$ cat config.mk
export PLATFORM = sky130hd
export DESIGN_NAME = mel_filterbank
export DESIGN_NICKNAME = d
export VERILOG_FILES = /design/src/rtl/mel_pkg.sv /design/src/rtl/mel_weight_mac.sv /design/src/rtl/mel_filterbank.sv
export SDC_FILE = /design/constraint.sdc
export NUM_CORES = 2
export LEC_CHECK = 0
export CAP_MARGIN = 20
export CORE_UTILIZATION = 62
export DETAILED_ROUTE_END_ITERATION = 10
export PLACE_DENSITY = 0.76
export RECOVER_POWER = 50
export SYNTH_ARGS = -nofsm -noshare
export SYNTH_HDL_FRONTEND = slang
export SYNTH_SLANG_ARGS = --single-unit
export TNS_END_PERCENT = 30
$ cat constraint.sdc
create_clock -name clk -period 14.9 [get_ports clk]
set_input_delay 1.49 -clock clk [delete_from_list [all_inputs] [get_ports clk]]
set_output_delay 1.49 -clock clk [all_outputs]
set_load 0.01 [all_outputs]
$ cat src/rtl/mel_pkg.sv
// +---------------------------------------------------------------------------+
// | mel_pkg : shared constants and filter tables for the mel filterbank       |
// | Rev 1.0                                                                   |
// +---------------------------------------------------------------------------+
`default_nettype none

package mel_pkg;

  localparam int NF_DEF          = 512;
  localparam int Q_DEF           = 15;
  localparam int NUM_FILTERS_DEF = 26;
  localparam int ACC_W_DEF       = 40;
  localparam int MEL_IDX_W       = $clog2(NUM_FILTERS_DEF);

  // Edge bins e[0..M+1]; e[2]..e[3] spaced by 4 so its midpoint weight is exactly 0.5.
  localparam logic [15:0] MEL_EDGES [0:NUM_FILTERS_DEF+1] = '{
    16'd1,   16'd3,   16'd5,   16'd9,   16'd12,  16'd15,  16'd19,
    16'd23,  16'd27,  16'd32,  16'd37,  16'd43,  16'd49,  16'd56,
    16'd63,  16'd71,  16'd80,  16'd89,  16'd99,  16'd110, 16'd122,
    16'd135, 16'd149, 16'd164, 16'd181, 16'd199, 16'd218, 16'd240
  };

  // round(2^15 / (e[j+1]-e[j])), Q15
  localparam logic [15:0] MEL_RECIP [0:NUM_FILTERS_DEF] = '{
    16'd16384, 16'd16384, 16'd8192, 16'd10923, 16'd10923, 16'd8192,
    16'd8192,  16'd8192,  16'd6554, 16'd6554,  16'd5461,  16'd5461,
    16'd4681,  16'd4681,  16'd4096, 16'd3641,  16'd3641,  16'd3277,
    16'd2979,  16'd2731,  16'd2521, 16'd2341,  16'd2185,  16'd1928,
    16'd1820,  16'd1725,  16'd1489
  };

  localparam logic [31:0] MEL_SAT_MAX = 32'h7FFF_FFFF;

endpackage

`default_nettype wire

$ cat src/rtl/mel_weight_mac.sv
// +---------------------------------------------------------------------------+
// | mel_weight_mac : rising and falling triangular weight products of a bin   |
// | Rev 1.0                                                                   |
// +---------------------------------------------------------------------------+
`default_nettype none

module mel_weight_mac #(
  parameter int Q = 15
) (
  input  logic [30:0] p_i,
  input  logic [15:0] frac_i,
  output logic [31:0] rise_o,
  output logic [31:0] fall_o
);

  logic [16:0] w_fall_w;
  logic [47:0] w_rise_full;
  logic [47:0] w_fall_full;

  always_comb begin
    w_fall_w    = 17'(1 << Q) - 17'(frac_i);
    w_rise_full = (48'(p_i) * 48'(frac_i)) >> Q;
    w_fall_full = (48'(p_i) * 48'(w_fall_w)) >> Q;
    rise_o      = (|w_rise_full[47:32]) ? '1 : w_rise_full[31:0];
    fall_o      = (|w_fall_full[47:32]) ? '1 : w_fall_full[31:0];
  end

endmodule

`default_nettype wire

$ cat src/rtl/mel_filterbank.sv
// +---------------------------------------------------------------------------+
// | mel_filterbank : streaming triangular mel filterbank, 3-stage pipeline    |
// | Rev 1.0                                                                   |
// +---------------------------------------------------------------------------+
`default_nettype none

module mel_filterbank
  import mel_pkg::*;
#(
  parameter int NF          = NF_DEF,
  parameter int Q           = Q_DEF,
  parameter int NUM_FILTERS = NUM_FILTERS_DEF,
  parameter int ACC_W       = ACC_W_DEF
) (
  input  logic                        clk,
  input  logic                        rst,
  input  logic signed [31:0]          periodogram_in,
  input  logic                        periodogram_valid,
  output logic signed [31:0]          mel_out,
  output logic [MEL_IDX_W-1:0]        mel_index,
  output logic                        mel_valid,
  output logic                        frame_done
);

  localparam int KW = $clog2(NF);
  localparam int SW = $clog2(NUM_FILTERS + 3);
  localparam int IW = MEL_IDX_W;

  function automatic logic [ACC_W-1:0] sat_add(input logic [ACC_W-1:0] a,
                                               input logic [31:0]      b);
    logic [ACC_W:0] s;
    s = {1'b0, a} + (ACC_W+1)'(b);
    return s[ACC_W] ? '1 : s[ACC_W-1:0];
  endfunction

  // seg_q counts edges already passed: region 0 is before e[0], s+1 is segment s.
  logic [KW-1:0] k_q, k_d;
  logic [SW-1:0] seg_q, seg_d;
  logic [15:0]   w_edge, w_off, w_frac;
  logic [SW-1:0] w_rgn, w_seg;
  logic [30:0]   w_p;
  logic          w_hit, w_in_seg, w_last;

  always_comb begin
    w_edge   = (seg_q <= SW'(NUM_FILTERS + 1)) ? MEL_EDGES[seg_q] : 16'hFFFF;
    w_hit    = (16'(k_q) == w_edge);
    w_rgn    = seg_q + SW'(w_hit);
    w_in_seg = (w_rgn != '0) && (w_rgn <= SW'(NUM_FILTERS + 1));
    w_seg    = w_in_seg ? (w_rgn - SW'(1)) : '0;
    w_off    = 16'(k_q) - MEL_EDGES[w_seg];
    w_frac   = w_in_seg ? (w_off * MEL_RECIP[w_seg]) : '0;
    w_p      = periodogram_in[31] ? '0 : periodogram_in[30:0];
    w_last   = (k_q == KW'(NF - 1));
    k_d      = k_q;
    seg_d    = seg_q;
    if (periodogram_valid) begin
      k_d   = w_last ? '0 : k_q + KW'(1);
      seg_d = w_last ? '0 : w_rgn;
    end
  end

  logic          s1_vld_q, s1_rise_en_q, s1_fall_en_q, s1_shift_q;
  logic          s1_emit_q, s1_done_q, s1_last_q;
  logic [30:0]   s1_p_q;
  logic [15:0]   s1_frac_q;
  logic [IW-1:0] s1_idx_q;

  always_ff @(posedge clk or negedge rst) begin
    if (!rst) begin
      k_q          <= '0;
      seg_q        <= '0;
      s1_vld_q     <= 1'b0;
      s1_rise_en_q <= 1'b0;
      s1_fall_en_q <= 1'b0;
      s1_shift_q   <= 1'b0;
      s1_emit_q    <= 1'b0;
      s1_done_q    <= 1'b0;
      s1_last_q    <= 1'b0;
      s1_p_q       <= '0;
      s1_frac_q    <= '0;
      s1_idx_q     <= '0;
    end else begin
      k_q      <= k_d;
      seg_q    <= seg_d;
      s1_vld_q <= periodogram_valid;
      if (periodogram_valid) begin
        s1_p_q       <= w_p;
        s1_frac_q    <= w_frac;
        s1_rise_en_q <= w_in_seg && (w_seg < SW'(NUM_FILTERS));
        s1_fall_en_q <= w_in_seg && (w_seg != '0);
        s1_shift_q   <= w_hit;
        s1_emit_q    <= w_hit && (w_rgn >= SW'(3));
        s1_idx_q     <= IW'(w_rgn - SW'(3));
        s1_done_q    <= w_hit && (w_rgn == SW'(NUM_FILTERS + 2));
        s1_last_q    <= w_last;
      end
    end
  end

  logic [31:0]   w_rise_prod, w_fall_prod;

  mel_weight_mac #(.Q(Q)) u_mac (
    .p_i    (s1_p_q),
    .frac_i (s1_frac_q),
    .rise_o (w_rise_prod),
    .fall_o (w_fall_prod)
  );

  logic          s2_vld_q, s2_shift_q, s2_emit_q, s2_done_q, s2_last_q;
  logic [31:0]   s2_rise_q, s2_fall_q;
  logic [IW-1:0] s2_idx_q;

  always_ff @(posedge clk or negedge rst) begin
    if (!rst) begin
      s2_vld_q   <= 1'b0;
      s2_shift_q <= 1'b0;
      s2_emit_q  <= 1'b0;
      s2_done_q  <= 1'b0;
      s2_last_q  <= 1'b0;
      s2_rise_q  <= '0;
      s2_fall_q  <= '0;
      s2_idx_q   <= '0;
    end else begin
      s2_vld_q <= s1_vld_q;
      if (s1_vld_q) begin
        s2_rise_q  <= s1_rise_en_q ? w_rise_prod : '0;
        s2_fall_q  <= s1_fall_en_q ? w_fall_prod : '0;
        s2_shift_q <= s1_shift_q;
        s2_emit_q  <= s1_emit_q;
        s2_idx_q   <= s1_idx_q;
        s2_done_q  <= s1_done_q;
        s2_last_q  <= s1_last_q;
      end
    end
  end

  // acc_fall is emitted before the closing bin's own contributions are folded in.
  logic [ACC_W-1:0] acc_rise_q, acc_rise_d, acc_fall_q, acc_fall_d;
  logic [31:0]      w_emit_val;
  logic             w_emit;
  logic [31:0]      mel_out_q;
  logic [IW-1:0]    mel_index_q;
  logic             mel_valid_q, frame_done_q;

  always_comb begin
    acc_rise_d = acc_rise_q;
    acc_fall_d = acc_fall_q;
    w_emit     = s2_vld_q && s2_emit_q;
    w_emit_val = (acc_fall_q > ACC_W'(MEL_SAT_MAX)) ? MEL_SAT_MAX : acc_fall_q[31:0];
    if (s2_vld_q) begin
      if (s2_last_q) begin
        acc_rise_d = '0;
        acc_fall_d = '0;
      end else begin
        acc_fall_d = sat_add(s2_shift_q ? acc_rise_q : acc_fall_q, s2_fall_q);
        acc_rise_d = sat_add(s2_shift_q ? '0 : acc_rise_q, s2_rise_q);
      end
    end
  end

  always_ff @(posedge clk or negedge rst) begin
    if (!rst) begin
      acc_rise_q   <= '0;
      acc_fall_q   <= '0;
      mel_out_q    <= '0;
      mel_index_q  <= '0;
      mel_valid_q  <= 1'b0;
      frame_done_q <= 1'b0;
    end else begin
      acc_rise_q   <= acc_rise_d;
      acc_fall_q   <= acc_fall_d;
      mel_valid_q  <= w_emit;
      frame_done_q <= w_emit && s2_done_q;
      if (w_emit) begin
        mel_out_q   <= w_emit_val;
        mel_index_q <= s2_idx_q;
      end
    end
  end

  assign mel_out    = $signed(mel_out_q);
  assign mel_index  = mel_index_q;
  assign mel_valid  = mel_valid_q;
  assign frame_done = frame_done_q;

endmodule

`default_nettype wire

==> metrics.txt <==
outcome finished with violations; failing checks design-rule violations, max-capacitance violations, max-slew violations; Port Buffer Count 73; antenna violations before repair 1; Seq/Total Area, Yosys 13.1%; post-synthesis register bit count approximately 270; synthesized area per cell approximately 8.8 µm²; synth warn 0; Syn Nets slightly above 7000; Yosys cell types between 90 and 100; CTS tree built; drt pass-1 iters 9; wire per inst between 20 and 25 µm; post-synthesis mux area share 1.20%; slowest stage delay, CP between 0.7 and 0.8 ns; clock transition at the registers of the reported paths around 0.06 ns; Max Root-Sink Buffers 3; DP Wirelength 103 mm; # clock sinks 266; die span in x ~290 µm; CP max FO 12; Hold Path End mel_out[16]$_DFFE_PN0P_; top post-synthesis cells by count inv_1, fa_1, nand2_1; reg2reg start seg_q[1]$_DFFE_PN0P_; share of cells above drive strength 1 under 10%; RSZ-0062 raised after global routing false; asr flop ratio synth 100%; Synth Area in Adders 45.8%; num rows 104; Initial Util 62.7%; Synth Area in XOR/XNOR 3.40%; main combinational cell family by area after synthesis adder cells; Setup TNS 0 ns; DRT iter0 DRCs between 3000 and 4000; largest net degree at the start of global routing 96; Core Region ~80000 µm²; max cap viols 6; Final setup viols 0; R2R cell count 48; DRC 16; Setup crit end kind flip-flop; latest clock arrival within the worst-skew pair ~0.58 ns; R2R Path End s1_frac_q[15]$_DFFE_PN0P_; Finished Core Util 66.2%; Startpoint Class flip-flop; hold crit path type flip-flop to flip-flop; post-synthesis compound-gate area fraction about 11%; total die area 82800 µm²; Vias/cell around 6; Worst Max-Slew Pin Slew approximately 5.2 ns; hold depth 1; Max Slew Vio Count 365; CTS Buf Count 34; Yosys top cell area share 36.3%; cell taking the most area after synthesis fa_1; # nets final 6945; Post-synth EDFFs 0; CTS H-tree depth 2; vias in the first global route 41900; PostCTS Resize Cnt 0; r2r setup slk between 1 and 1.5 ns; Post-Syn Area about 51000 µm²; CP max-delay cell nor4_1; CTS Hold Buffers Added 0; Routed WL about 140 mm; Syn Inst Count 5726; Total GRT Usage between 30% and 40%; WS Path Type flip-flop to flip-flop; grt total ovfl 0; Final Cycle Share between 90% and 100%; Post-CTS Setup Repair Bufs 0; global-route wire length before repair around 220 mm; arrival time worst endpoint between 10 and 15 ns; Period minus WS final around 14 ns; CP Data Required Time 15.39 ns; fmax ~72 MHz; # IOs 74; most common cell in the synthesized netlist inv_1; via count just under 40000; top post-synthesis cells by area fa_1, dfrtp_1, ha_1; Final Hold Vio Count 0; post-route ant nets 0; Max transition margin -249%; GPL Wtd Cong a little under 1; Fillers about 6600; Post-Synth Simple-Gate Area between 10% and 20%; clk_skew 0.0386 ns; root buffer cell clkbuf_16; Die H between 200 and 300 µm; ys flop type dfrtp_1; synth-to-layout area growth 5.54%; hold path startpoint acc_fall_q[16]$_DFFE_PN0P_
registers in the layout, summed over array words and instances, names as in the netlist, 5 cells and up:
register    flops
acc_fall_q     40
acc_rise_q     40
k_q             9
mel_index       5
mel_out        32
s1_frac_q      16
s1_idx_q        5
s1_p_q         31
s2_fall_q      32
s2_idx_q        5
s2_rise_q      32
seg_q           5
placed cells by master, fill, tap and decap left out, types with 37 or more instances in the layout:
| cell type | count |
|---|---|
| a21o_1 | 91 |
| a21oi_1 | 165 |
| and2_1 | 227 |
| buf_4 | 81 |
| clkdlybuf4s50_1 | 71 |
| dfrtp_1 | 261 |
| fa_1 | 918 |
| ha_1 | 385 |
| inv_1 | 1077 |
| mux2_2 | 37 |
| nand2_1 | 910 |
| nand3_1 | 41 |
| nor2_1 | 254 |
| nor2b_1 | 43 |
| o21ai_0 | 246 |
| o2bb2ai_1 | 54 |
| xnor2_1 | 112 |
| xor2_1 | 52 |
per-layer routing:
| metal | up-vias | routed length, µm | part of all wire (%) | global-route usage, % |
|---|---|---|---|---|
| met3 | 402 | 13200 | 9.5 | 7.12 |
| met2 | 1828 | 62900 | 45 | 54.7 |
| met5 | - | 0 | 0 | 0 |
| li1 | 17500 | - | - | - |
| met1 | 20000 | 54700 | 40 | 46.2 |
| met4 | 0 | 7560 | 5.5 | 16.5 |
cell families (layout without fill, tap and decap cells):
family,count (synthesis),count (layout)
compound gates,823,823
xor+xnor,186,186
fa+ha+maj,1303,1303
buf+inv,1397,1302
flops,266,266
mux,55,55
other cells,0,1
simple gates,1696,1696
worst max-delay path: cells and delay by family, from the launching register on:
kind | cells | cell delay [ns]
buf+inv | 3 | 0.19
compound gates | 13 | 2.53
xor+xnor | 12 | 2.95
fa+ha+maj | 11 | 4.69
flops | 1 | 0.59
simple gates | 9 | 2.79
how the worst max path moves through the flow:
stage | slack (ns) | from | endpoint | cells after the start
2_1_floorplan | 2.67 | seg_q[2]$_DFFE_PN0P_ | s1_frac_q[15]$_DFFE_PN0P_ | 54
4_1_cts | 1.12 | seg_q[1]$_DFFE_PN0P_ | s1_frac_q[15]$_DFFE_PN0P_ | 48
3_5_place_dp | 1.14 | seg_q[1]$_DFFE_PN0P_ | s1_frac_q[15]$_DFFE_PN0P_ | 48
5_1_grt | 0.08 | seg_q[1]$_DFFE_PN0P_ | s1_frac_q[15]$_DFFE_PN0P_ | 50
6_report | 1.10 | seg_q[1]$_DFFE_PN0P_ | s1_frac_q[15]$_DFFE_PN0P_ | 48
3_3_place_gp | 1.35 | seg_q[1]$_DFFE_PN0P_ | s1_frac_q[15]$_DFFE_PN0P_ | 47
final cells by class:
type | instances | area (µm²) | share of cell area [%]
repair buffers | 159 | 1350 | 2.52
well taps | 1060 | 1330 | 2.48
clock buffers | 43 | 955 | 1.79
diodes | 1 | 2.50 | 0.00468
flip-flops and latches | 266 | 6660 | 12.5
inverters | 1083 | 4070 | 7.61
clock inverters | 17 | 244 | 0.457
multi-input cells | 4063 | 38800 | 72.7
metrics by stage:
step | cell area [µm²] | setup slack (ns) | hold slack (ns) | instances
floorplan | 50600 | 2.67 | 0.352 | 5726
global placement | 52300 | 1.35 | 0.465 | 6630
detailed placement | 52300 | 1.14 | 0.470 | 6630
CTS | 53500 | 1.12 | 0.484 | 6690
global route | 53400 | 0.0847 | 0.506 | 6691
finish | 53400 | 1.10 | 0.482 | 6692
Power is not shown: default switching activity piles up to over one toggle a cycle in this logic, so the estimate is an artifact.
